===== src/rtl/dma_width_engine.sv =====
// dma_width_engine: descriptor-driven DMA engine between a CPU_W-bit CPU stream and a
// MEM_W-bit memory stream, with width conversion through an internal CPU-word FIFO.
//
// Ports:
//   clk, resetn                      clock (rising edge), synchronous active-low reset
//   desc_valid/ready/mode/addr/len   descriptor; mode 1 = CPU->MEM, 0 = MEM->CPU
//   mem_addr_valid/ready, mem_addr,
//   mem_len                          address phase (mem_len counts MEM beats)
//   cpu_in_*  / mem_out_*            CPU->MEM data path (serializer, LSB slice first)
//   mem_in_*  / cpu_out_*            MEM->CPU data path (deserializer, LSB slice first)
//   busy, done                       busy outside IDLE; done is a one-cycle completion pulse
//   xfer_count                       delivered-word counter, present only with DMA_STATUS_EN
//
// Optional feature macro: DMA_STATUS_EN adds the xfer_count output.
module dma_width_engine #(
    parameter int unsigned CPU_W      = 8,
    parameter int unsigned MEM_W      = 4,
    parameter int unsigned ADDR_W     = 32,
    parameter int unsigned LEN_W      = 16,
    parameter int unsigned FIFO_DEPTH = 4
) (
    input  logic              clk,
    input  logic              resetn,
    input  logic              desc_valid,
    output logic              desc_ready,
    input  logic              desc_mode,
    input  logic [ADDR_W-1:0] desc_addr,
    input  logic [LEN_W-1:0]  desc_len,
    output logic              mem_addr_valid,
    input  logic              mem_addr_ready,
    output logic [ADDR_W-1:0] mem_addr,
    output logic [LEN_W-1:0]  mem_len,
    input  logic              cpu_in_valid,
    output logic              cpu_in_ready,
    input  logic [CPU_W-1:0]  cpu_in_data,
    output logic              cpu_out_valid,
    input  logic              cpu_out_ready,
    output logic [CPU_W-1:0]  cpu_out_data,
    input  logic              mem_in_valid,
    output logic              mem_in_ready,
    input  logic [MEM_W-1:0]  mem_in_data,
    output logic              mem_out_valid,
    input  logic              mem_out_ready,
    output logic [MEM_W-1:0]  mem_out_data,
`ifdef DMA_STATUS_EN
    output logic [LEN_W-1:0]  xfer_count,
`endif
    output logic              busy,
    output logic              done
);

    localparam int unsigned RATIO = CPU_W / MEM_W;
    localparam int unsigned RW    = (RATIO > 1) ? $clog2(RATIO) : 0;
    localparam int unsigned BW    = (RATIO > 1) ? $clog2(RATIO) : 1;
    localparam int unsigned CW    = LEN_W + RW + 1;
    localparam int unsigned PW    = $clog2(FIFO_DEPTH);

    typedef enum logic [1:0] {StIdle, StAddr, StXfer, StDone} state_e;

    state_e state_q, state_d;

    logic              mode_q;
    logic [ADDR_W-1:0] addr_q;
    logic [LEN_W-1:0]  mem_len_q;
    logic [CW-1:0]     len_q;      // length in CPU words
    logic [CW-1:0]     lenb_q;     // length in MEM beats
    logic [CW-1:0]     acc_q;      // CPU words accepted (CPU->MEM)
    logic [CW-1:0]     rcv_q;      // MEM beats received (MEM->CPU)
    logic [CW-1:0]     deliv_q;    // words delivered to the far side
    logic [BW-1:0]     beat_q;     // slice index, shared: only one direction is active
    logic [RATIO-1:0][MEM_W-1:0] deser_q;
    logic [RATIO-1:0][MEM_W-1:0] deser_word;
    logic [RATIO-1:0][MEM_W-1:0] head_s;

    logic [CPU_W-1:0]  fifo_q [FIFO_DEPTH];
    logic [PW:0]       wr_ptr_q, rd_ptr_q;
    logic              fifo_full, fifo_empty;
    logic [CPU_W-1:0]  head;

    logic desc_fire, in_xfer, last_beat;
    logic cpu_in_fire, mem_out_fire, mem_in_fire, cpu_out_fire;
    logic push, pop;
    logic [CPU_W-1:0]  push_data;

    // The extra pointer bit separates full from empty when the indices match.
    assign fifo_empty = (wr_ptr_q == rd_ptr_q);
    assign fifo_full  = (wr_ptr_q[PW] != rd_ptr_q[PW]) &&
                        (wr_ptr_q[PW-1:0] == rd_ptr_q[PW-1:0]);
    assign head       = fifo_q[rd_ptr_q[PW-1:0]];
    assign head_s     = head;

    assign in_xfer   = (state_q == StXfer);
    assign last_beat = (beat_q == BW'(RATIO - 1));
    assign desc_fire = desc_valid && desc_ready;

    // The serializer reads the FIFO head in place and pops only after the last beat,
    // so the FIFO alone bounds the number of words buffered.
    assign cpu_in_ready  = in_xfer && mode_q && !fifo_full && (acc_q < len_q);
    assign mem_out_valid = in_xfer && mode_q && !fifo_empty;
    assign mem_out_data  = mem_out_valid ? head_s[beat_q] : '0;

    assign mem_in_ready  = in_xfer && !mode_q && !fifo_full && (rcv_q < lenb_q);
    assign cpu_out_valid = in_xfer && !mode_q && !fifo_empty;
    assign cpu_out_data  = cpu_out_valid ? head : '0;

    assign cpu_in_fire  = cpu_in_valid && cpu_in_ready;
    assign mem_out_fire = mem_out_valid && mem_out_ready;
    assign mem_in_fire  = mem_in_valid && mem_in_ready;
    assign cpu_out_fire = cpu_out_valid && cpu_out_ready;

    always_comb begin
        deser_word         = deser_q;
        deser_word[beat_q] = mem_in_data;
    end

    assign push      = cpu_in_fire || (mem_in_fire && last_beat);
    assign push_data = mode_q ? cpu_in_data : deser_word;
    assign pop       = (mem_out_fire && last_beat) || cpu_out_fire;

    assign mem_addr = addr_q;
    assign mem_len  = mem_len_q;

    always_comb begin
        state_d        = state_q;
        desc_ready     = 1'b0;
        mem_addr_valid = 1'b0;
        busy           = 1'b1;
        done           = 1'b0;
        unique case (state_q)
            StIdle: begin
                desc_ready = 1'b1;
                busy       = 1'b0;
                if (desc_valid) begin
                    state_d = (desc_len == '0) ? StDone : StAddr;
                end
            end
            StAddr: begin
                mem_addr_valid = 1'b1;
                if (mem_addr_ready) begin
                    state_d = StXfer;
                end
            end
            StXfer: begin
                if (deliv_q == len_q) begin
                    state_d = StDone;
                end
            end
            StDone: begin
                done    = 1'b1;
                state_d = StIdle;
            end
            default: state_d = StIdle;
        endcase
    end

    always_ff @(posedge clk) begin
        if (!resetn) begin
            state_q <= StIdle;
        end else begin
            state_q <= state_d;
        end
    end

    always_ff @(posedge clk) begin
        if (!resetn) begin
            mode_q    <= 1'b0;
            addr_q    <= '0;
            mem_len_q <= '0;
            len_q     <= '0;
            lenb_q    <= '0;
            acc_q     <= '0;
            rcv_q     <= '0;
            deliv_q   <= '0;
            beat_q    <= '0;
            deser_q   <= '0;
            wr_ptr_q  <= '0;
            rd_ptr_q  <= '0;
        end else if (desc_fire) begin
            mode_q    <= desc_mode;
            addr_q    <= desc_addr;
            mem_len_q <= desc_len * LEN_W'(RATIO);
            len_q     <= CW'(desc_len);
            lenb_q    <= CW'(desc_len) * CW'(RATIO);
            acc_q     <= '0;
            rcv_q     <= '0;
            deliv_q   <= '0;
            beat_q    <= '0;
            wr_ptr_q  <= '0;
            rd_ptr_q  <= '0;
        end else begin
            if (cpu_in_fire) begin
                acc_q <= acc_q + CW'(1);
            end
            if (mem_in_fire) begin
                rcv_q   <= rcv_q + CW'(1);
                deser_q <= deser_word;
            end
            if (mem_out_fire || mem_in_fire) begin
                beat_q <= last_beat ? '0 : beat_q + BW'(1);
            end
            if (push) begin
                wr_ptr_q <= wr_ptr_q + 1'b1;
            end
            if (pop) begin
                rd_ptr_q <= rd_ptr_q + 1'b1;
                deliv_q  <= deliv_q + CW'(1);
            end
        end
    end

    // Storage needs no reset: it is only read when the pointers say it holds data.
    always_ff @(posedge clk) begin
        if (push) begin
            fifo_q[wr_ptr_q[PW-1:0]] <= push_data;
        end
    end

`ifdef DMA_STATUS_EN
    logic [LEN_W-1:0] xfer_count_q;

    always_ff @(posedge clk) begin
        if (!resetn || desc_fire) begin
            xfer_count_q <= '0;
        end else if (pop) begin
            xfer_count_q <= xfer_count_q + LEN_W'(1);
        end
    end

    assign xfer_count = xfer_count_q;
`endif

endmodule

===== config.mk =====
export PLATFORM = sky130hd
export DESIGN_NAME = dma_width_engine
export DESIGN_NICKNAME = d
export VERILOG_FILES = /design/src/rtl/dma_width_engine.sv
export SDC_FILE = /design/constraint.sdc
export NUM_CORES = 1
export LEC_CHECK = 0
export CAP_MARGIN = 20
export CORE_ASPECT_RATIO = 0.75
export CORE_UTILIZATION = 45
export DETAILED_ROUTE_END_ITERATION = 7
export GPL_TIMING_DRIVEN = 0
export PLACE_DENSITY = 0.71
export SLEW_MARGIN = 40
export SYNTH_ARGS = -nofsm -noshare
export SYNTH_HDL_FRONTEND = slang
export SYNTH_SLANG_ARGS = --single-unit

===== constraint.sdc =====
create_clock -name clk -period 3.8 [get_ports clk]
set_input_delay 0.57 -clock clk [delete_from_list [all_inputs] [get_ports clk]]
set_output_delay 0.57 -clock clk [all_outputs]
set_load 0.05 [all_outputs]

==> results.toml, run 1 <==
[cells_and_area]
area_growth_pct = 28.4
final_area_um2 = 10100
nets = 1126
stdcell_count = 1264
layout-drive-gt1-share = 0.0671
antenna-diode-count = 0
final_common_cell = "nand2_1"
mostFrequentLayoutCells = "nand2_1 (184), clkdlybuf4s50_1 (133), dfxtp_1 (122)"

[synthesis]
synth_top_area_cell = "dfxtp_1"
synthesis.instances = 861
synth_async_sr_flop_share = 0
synthesis.yosys.warnings = 0
yosysSeqAreaShare = 0.431
flip_flop_and_latch_count_after_synthesis = 154
synth.top_cell.area_share = 0.309
synth_nets = 972
yosysUniqueCellTypes = 52
post_synth_instance_area_um2 = 7890
number_of_enable_type_register_cells_in_the_synthesized_netlist = 32
synth_area_leaders = "dfxtp_1 (31%), edfxtp_1 (12%), nand2_1 (8.8%)"
yosys_most_used_dff = "dfxtp_1"
synthesis.area_per_instance_um2 = 9.17

[floorplanning]
floorplan.rows = 41
fp.coreArea_um2 = 17000
die_width_um = 155
design.portCount = 137
die_footprint_um2 = 18100
die_height_um = 117
initial_core_utilization = 0.465

[grt]
globalRouteOverflowTotal = 0
grt_first_pass_wirelength_mm = 33.1
grt_start_max_net_pins = 17
all_layer_gr_usage = 0.238
grt_antenna_before_repair = 0
first_global_vias = 6352

[sta]
totalNegativeSetupSlack_ns = 0
final_hold_viol_count = 0
number_of_max_slew_violations_in_the_final_report = 0
min_period_over_period = 0.907
slew-limit-headroom = 0.538
maxClockFrequency_ghz = 0.290
skew_ns = 0.0111
worst_pin_slew_ns = 0.687
report.final.setup_viol = 0
grt_setup_unrepaired = "no"
worst_setup_slack_final_ns = 0.355
period_minus_slack_ns = 3.45

[cts]
cts_setup_buffers = 0
clock_tree.htree_level_count = 4
clkSinkCount = 154
postCtsResizedCells = 0
cts_tree = "built"
path_clk_slew_ns = 0.06
clock_tree.root_cell = "clkbuf_16"
clock_latency_ns = 0.42
ctsLongestPathBuffers = 2
cts_hold_buffers = 0
cts_inserted_buffers = 17

[placed_design]
dp_hpwl_mm = 15.5
dpl.cell_count = 1232
pre_cts_ws_ns = 0.309
dpl-instance-area_um2 = 9540
place.gp.congestion = 0.860
io_buffers = 135

[power]
power_frac_clock = 0.383
internal-power_mw = 3.03
power_frac_comb = 0.209
power_density_nw_per_um2 = 433
power_dissipated_by_switching_net_loads_mw = 1.35
ir_drop_mv = 0.292
sw_ratio = 0.309
leakage_nw = 3.69
power.sequential.fraction = 0.408

[setup_path]
critical_path_peak_fanout = 10
worst-setup-path-type = "reg -> out"
cp_data_required_time_ns = 3.23
r2r-end = "fifo_q[3][7]"
regToRegSetupSlack_ns = 0.48
endpoint_type_of_the_worst_setup_path = "primary output"
r2r.worst_path.cells = 10
regToRegStartpoint = "lenb_q[7]"
startpoint_types = "flop"
worstPathArrival_ns = 2.88

[worst_hold_path]
hold_path_depth = 2
worst_hold_startpoint = "deser_q[0]"
hold_path_class = "reg -> reg"
min_to = "deser_q[0]"

[detailed_routing]
drt-total-wl_mm = 20.5
detail-route-antenna-nets = 0
dr.pass1.iters = 5
detail_route.wl_per_cell_um = 16.2
route.detailed.vias_per_inst = 5.27
drc = 0
drtIter0Drc = 435
route.vias.total = 6665

[run]
drv.max_cap_violation_count = 0

[outcome]
run_status = "completed"
## routing by layer
metal / global-route usage / part of all wire / vias to the layer above / routed length, µm
met2: 0.367 / 0.43 / 223 / 8910
met4: 0.0455 / 0.0053 / 0 / 109
li1: - / - / 3317 / -
met5: 0 / 0 / - / 0
met1: 0.320 / 0.47 / 3113 / 9580
met3: 0.0876 / 0.093 / 12 / 1900
## worst max path at each step
stage	startpoint	to	slack [ns]	depth (start not counted)
after detailed placement	lenb_q[7]	fifo_q[3][5]	0.31	10
after floorplan	lenb_q[7]	cpu_in_ready	0.52	6
after CTS	lenb_q[7]	cpu_in_ready	0.005	7
after global placement	lenb_q[7]	fifo_q[3][6]	0.31	10
after global routing	state_q[0]	cpu_out_data[3]	0.19	7
final	beat_q	mem_out_data[0]	0.35	5
## per-stage QoR
step | utilization | hold WS [ns] | total power [mW]
after global placement | 0.562 | 0.447 | 2.73
after global routing | 0.597 | 0.474 | 4.56
after detailed placement | 0.562 | 0.451 | 2.73
after floorplan | - | 0.434 | 2.39
final | 0.597 | 0.462 | 4.38
after CTS | 0.596 | 0.462 | 4.40
## registers in the layout, summed over array words and instances, names as in the netlist, named ones only
| name | flops |
|---|---|
| acc_q | 18 |
| beat_q | 1 |
| deliv_q | 18 |
| deser_q | 8 |
| fifo_q | 32 |
| lenb_q | 16 |
| mem_addr | 32 |
| mode_q | 1 |
| rcv_q | 18 |
| rd_ptr_q | 3 |
| state_q | 2 |
| wr_ptr_q | 3 |
## synth_stat cells, types with 3 or more instances
library cell and n:
a21boi_0 51, a21o_1 5, a21oi_1 24, and2_1 17, and3_1 12, and4_1 7
buf_2 7, buf_4 16, clkbuf_1 36, dfxtp_1 122, edfxtp_1 32, ha_1 42
inv_1 27, mux2i_1 36, mux4_2 8, nand2_1 184, nand2b_1 19, nand3_1 17
nand4_1 19, nor2_1 27, nor2b_1 3, nor3_1 18, nor4_1 8, o21a_1 5
o21ai_0 22, o22ai_1 3, o311ai_0 6, o31ai_1 7, o41ai_1 6, or3_1 9
or4_1 4, xnor2_1 19, xor2_1 19
## layout make-up
cell class / count / area [µm²]
Clock inverter: 10 / 103
Inverter: 27 / 101
Timing Repair Buffer: 135 / 1360
Tap cell: 236 / 295
Fill cell: 1531 / 6850
Clock buffer: 22 / 477
Multi-Input combinational cell: 619 / 4100
Buffer: 61 / 298
Sequential cell: 154 / 3400
## power groups by stage
stage               Clock [mW]  Sequential, mW  Combinational [mW]
global route              1.78            1.80               0.990
detailed placement           0            1.82               0.908
CTS                       1.70            1.79               0.915
floorplan                    0            1.93               0.463
finish                    1.68            1.79               0.916
global placement             0            1.82               0.905
## cells by family after synthesis
family          after synthesis  synth area share
buf+inv                      88            0.0506
simple gates                351             0.215
compound gates              143             0.126
mux                          44            0.0685
flops                       154             0.431
other cells                   1          0.000475
fa+ha+maj                    42            0.0666
xor+xnor                     38            0.0422
## critical path: stages (launching register included)
cell,delay (ns)
dfxtp_1,0.31
clkbuf_1,0.45
buf_1,0.60
nand2_1,0.10
a21oi_1,0.16
clkdlybuf4s50_1,0.83
(Power assumes the default switching activity.)
==> run 2: changes to the inputs <==
Settings changed: CORE_UTILIZATION 45 to 48, PLACE_DENSITY 0.71 to 0.75.
==> run 2 against run 1 <==
Net effect: largest cell class unchanged; clock power decreased by 4%; critical path depth increased by 2; largest power group unchanged; utilization increased by 3.0 points; sequential power about the same; cell area decreased by 0.58%; setup slack got worse by 0.010 ns; combinational power about the same; routed wire length decreased by 0.13%; global-route usage increased by 1.4 points; register-to-register slack improved by 0.04 ns; via count about the same; total power decreased by 1.7%.
==> results.toml, run 2 (synthesis gave the netlist of run 1 again) <==
[outcome]
run_status = "completed"

[cells_and_area]
mostFrequentLayoutCells = "nand2_1 (184), clkdlybuf4s50_1 (133), dfxtp_1 (122)"
layout-drive-gt1-share = 0.0700
area_growth_pct = 27.6
final_common_cell = "nand2_1"
nets = 1126
antenna-diode-count = 0

[sta]
worst_setup_slack_final_ns = 0.345
number_of_max_slew_violations_in_the_final_report = 0
skew_ns = 0.0179
final_hold_viol_count = 0
totalNegativeSetupSlack_ns = 0
min_period_over_period = 0.909
maxClockFrequency_ghz = 0.289
grt_setup_unrepaired = "no"
worst_pin_slew_ns = 0.706
report.final.setup_viol = 0
slew-limit-headroom = 0.529
period_minus_slack_ns = 3.46

[cts]
cts_hold_buffers = 0
path_clk_slew_ns = 0.07
cts_setup_buffers = 0
cts_inserted_buffers = 17
cts_tree = "built"
clock_latency_ns = 0.43
clock_tree.htree_level_count = 4
postCtsResizedCells = 0
clock_tree.root_cell = "clkbuf_16"
clkSinkCount = 154
ctsLongestPathBuffers = 2

[setup_path]
worst-setup-path-type = "reg -> out"
r2r-end = "fifo_q[3][3]"
highest_delay_cell_along_the_critical_path = "clkdlybuf4s50_1"
r2r.worst_path.cells = 10
regToRegStartpoint = "lenb_q[7]"
worstPathArrival_ns = 2.89
endpoint_type_of_the_worst_setup_path = "primary output"
critical_path_peak_fanout = 9
critPathMaxStageDelay_ns = 0.80
regToRegSetupSlack_ns = 0.52
cp_data_required_time_ns = 3.23
cp_cell_sequence = "inv_1 > ha_1 > o31a_1 > nor2b_1 > clkbuf_1 > and2_1 > clkdlybuf4s50_1"
startpoint_types = "flop"

[power]
power_dissipated_by_switching_net_loads_mw = 1.38
power_frac_clock = 0.373
leakage_nw = 3.67
power.sequential.fraction = 0.415
internal-power_mw = 2.93
sw_ratio = 0.321
power_density_nw_per_um2 = 428
ir_drop_mv = 0.360
power_frac_comb = 0.212

[floorplanning]
fp.coreArea_um2 = 16100
floorplan.rows = 40
die_footprint_um2 = 17000
initial_core_utilization = 0.491
die_height_um = 113
die_width_um = 150
design.portCount = 137

[worst_hold_path]
worst_hold_startpoint = "mem_addr[13]"
hold_path_class = "reg -> reg"
min_to = "mem_addr[13]"
hold_path_depth = 2

[detailed_routing]
detail-route-antenna-nets = 0
drt-total-wl_mm = 20.5
route.vias.total = 6669
drc = 0
drtIter0Drc = 456
dr.pass1.iters = 7
detail_route.wl_per_cell_um = 16.5
route.detailed.vias_per_inst = 5.39

[placed_design]
io_buffers = 135
dp_hpwl_mm = 15.4
pre_cts_ws_ns = 0.334
place.gp.congestion = 0.861

[grt]
all_layer_gr_usage = 0.252
grt_start_max_net_pins = 17
grt_first_pass_wirelength_mm = 32.8
first_global_vias = 6298
grt_antenna_before_repair = 0
globalRouteOverflowTotal = 0

[run]
drv.max_cap_violation_count = 0
## run 2: cell count changes in the layout (fill, tap and decap cells not counted), sizes merged
cell      before  now
clkinv         3    4
clkbuf        58   54
bufinv         1    0
inv           33   36
clkinvlp       0    1
## run 2: area by class of cell
type                       count  area [µm²]
buffer                        61         298
fill                        1344        5990
multi-input combinational    619        4110
sequential                   154        3400
inverter                      27         101
tap                          210         263
clock inverter                14         108
clock buffer                  18         439
timing repair buffer         135        1360
## run 2: per-layer routing
metal,global-route usage,wire [µm]
met5,0,0
met4,0.0626,179
met3,0.0903,2100
met2,0.385,9120
met1,0.338,9060
## run 2: power groups by stage
stage / Clock (mW) / Combinational [mW] / Sequential, mW
final: 1.61 / 0.916 / 1.79
after global routing: 1.70 / 0.987 / 1.79
after floorplan: 0 / 0.463 / 1.93
after CTS: 1.63 / 0.912 / 1.79
after global placement: 0 / 0.903 / 1.82
after detailed placement: 0 / 0.907 / 1.82
## run 2: worst max-delay path, delay by kind of cell, from the launching register on
family / cells / cell delay (ns)
buf+inv: 3 / 1.17
flops: 1 / 0.33
simple gates: 2 / 0.33
compound gates: 1 / 0.31
fa+ha+maj: 1 / 0.29
## run 2: how the worst max path moves through the flow
stage,start,to,slack [ns],cells after the start
6_report,state_q[0],cpu_out_data[3],0.34,7
4_1_cts,lenb_q[7],cpu_in_ready,0.03,7
5_1_grt,state_q[0],cpu_out_data[1],0.19,7
3_3_place_gp,lenb_q[9],fifo_q[3][1],0.42,10
2_1_floorplan,lenb_q[7],cpu_in_ready,0.52,6
3_5_place_dp,lenb_q[7],fifo_q[3][6],0.33,10
## run 2: through the flow
step / hold slack (ns) / std cells / cell area (µm²) / util / power (mW)
global route: 0.482 / 1238 / 10100 / 0.627 / 4.48
global placement: 0.443 / 1206 / 9510 / 0.592 / 2.72
floorplan: 0.434 / 861 / 7890 / - / 2.39
detailed placement: 0.455 / 1206 / 9510 / 0.592 / 2.73
finish: 0.461 / 1238 / 10100 / 0.627 / 4.31
CTS: 0.466 / 1238 / 10100 / 0.626 / 4.33
==> run 3: changes to the inputs <==
Settings changed: CORE_UTILIZATION 48 to 50, PLACE_DENSITY 0.75 to 0.77.
==> run 3 against run 2 <==
Net effect: clock power about the same; critical path depth increased by 1; sequential power about the same; critical path type unchanged; highest routed layer unchanged; count of clock-buffer cells in the layout increased by 2; register-to-register slack got worse by 0.18 ns; sequential share of layout area about the same; total power decreased by 0.38%; non-clock buffer count unchanged; combinational power decreased by 1%; cell count decreased by 0.40%; setup slack got worse by 0.16 ns.
==> results.toml, run 3 (synthesis gave the netlist of run 1 again) <==
[outcome]
run_status = "completed"

[grt]
globalRouteOverflowTotal = 0
grt_start_max_net_pins = 17
grt_first_pass_wirelength_mm = 33.5
all_layer_gr_usage = 0.263
first_global_vias = 6521
grt_antenna_before_repair = 0

[sta]
min_period_over_period = 0.952
slew-limit-headroom = 0.481
number_of_max_slew_violations_in_the_final_report = 0
final_hold_viol_count = 0
report.final.setup_viol = 0
skew_ns = 0.0108
totalNegativeSetupSlack_ns = 0
maxClockFrequency_ghz = 0.277
worst_pin_slew_ns = 0.775
grt_setup_unrepaired = "no"
period_minus_slack_ns = 3.62

[power]
power.sequential.fraction = 0.417
power_frac_comb = 0.211
power_density_nw_per_um2 = 427
internal-power_mw = 2.95
leakage_nw = 3.65
power_frac_clock = 0.372
sw_ratio = 0.313
finalPower_mw = 4.29
power_dissipated_by_switching_net_loads_mw = 1.34
ir_drop_mv = 0.340

[setup_path]
critical_path_peak_fanout = 4
endpoint_type_of_the_worst_setup_path = "primary output"
worst-setup-path-type = "reg -> out"
worst_path_most_repeated_cell = "a21oi_1"
critical_path.startpoint = "lenb_q[9]"
critPathMaxStageDelay_ns = 0.84
regToRegStartpoint = "lenb_q[7]"
cp_cell_sequence = "inv_1 > ha_1 > a21oi_1 > o21ai_0 > a21oi_1 > a31o_2 > and2_1 > clkdlybuf4s50_1"
startpoint_types = "flop"
highest_delay_cell_along_the_critical_path = "clkdlybuf4s50_1"
worstPathArrival_ns = 3.05
regToRegSetupSlack_ns = 0.34
cp_data_required_time_ns = 3.23

[cells_and_area]
mostFrequentLayoutCells = "nand2_1 (184), clkdlybuf4s50_1 (134), dfxtp_1 (122)"
final_common_cell = "nand2_1"
nets = 1126
area_growth_pct = 27.5
antenna-diode-count = 0
layout-drive-gt1-share = 0.0671
final_area_um2 = 10100

[cts]
cts_hold_buffers = 0
path_clk_slew_ns = 0.06
clock_tree.root_cell = "clkbuf_16"
postCtsResizedCells = 0
clock_tree.htree_level_count = 4
cts_setup_buffers = 0
clkSinkCount = 154
ctsLongestPathBuffers = 2
cts_tree = "built"
cts_inserted_buffers = 17
clock_latency_ns = 0.43

[run]
drv.max_cap_violation_count = 0

[placed_design]
dpl-instance-area_um2 = 9500
io_buffers = 135
dp_hpwl_mm = 15.7
place.gp.congestion = 0.898

[detailed_routing]
drc = 0
route.vias.total = 6795
route.detailed.vias_per_inst = 5.51
drt-total-wl_mm = 20.6
detail-route-antenna-nets = 0
detail_route.wl_per_cell_um = 16.7
dr.pass1.iters = 5
drtIter0Drc = 430

[floorplanning]
floorplan.rows = 39
die_height_um = 111
fp.coreArea_um2 = 15300
die_width_um = 147
die_footprint_um2 = 16300
initial_core_utilization = 0.515
design.portCount = 137

[worst_hold_path]
hold_path_class = "reg -> reg"
worst_hold_startpoint = "deser_q[4]"
-- run 3: worst paths after layout --
path,end,depth (start not counted)
setup / recovery,mem_in_ready,8
hold / removal,deser_q[4],2
setup reg to reg,fifo_q[3][0],10
hold reg to reg,deser_q[4],2
-- run 3: metrics by stage --
stage | setup slack (ns) | hold slack, ns | std cells | utilization
after floorplan | 0.521 | 0.434 | 861 | -
after global placement | 0.415 | 0.442 | 1201 | 0.620
after detailed placement | 0.372 | 0.450 | 1201 | 0.620
after CTS | 0.0750 | 0.459 | 1233 | 0.656
after global routing | 0.0639 | 0.473 | 1233 | 0.657
final | 0.183 | 0.457 | 1233 | 0.657
-- run 3: routing by layer --
metal / global-route usage / wire, µm / up-vias
met5: 0 / 0 / -
met3: 0.0984 / 1920 / 17
li1: - / - / 3325
met1: 0.347 / 9150 / 3219
met4: 0.0550 / 204 / 0
met2: 0.410 / 9360 / 234
-- run 3: area by class of cell --
type | instances | area [µm²]
inverter | 27 | 101
timing repair buffer | 135 | 1350
clock inverter | 12 | 91.3
buffer | 61 | 298
tap | 205 | 256
sequential | 154 | 3400
fill | 1265 | 5260
clock buffer | 20 | 467
multi-input combinational | 619 | 4090
-- run 3: power groups by stage --
stage	Clock, mW	Sequential [mW]	Combinational (mW)
2_1_floorplan	0	1.93	0.463
3_3_place_gp	0	1.82	0.892
3_5_place_dp	0	1.83	0.901
4_1_cts	1.62	1.79	0.905
5_1_grt	1.70	1.80	0.979
6_report	1.60	1.79	0.907
-- run 3: critical path, delay by kind of cell (launching register included) --
family | cells | cell delay [ns]
AOI/OAI and AO/OA | 4 | 0.70
adders and majority gates | 1 | 0.33
and+or+nand+nor | 1 | 0.16
buffers and inverters | 2 | 0.99
DFF | 1 | 0.43
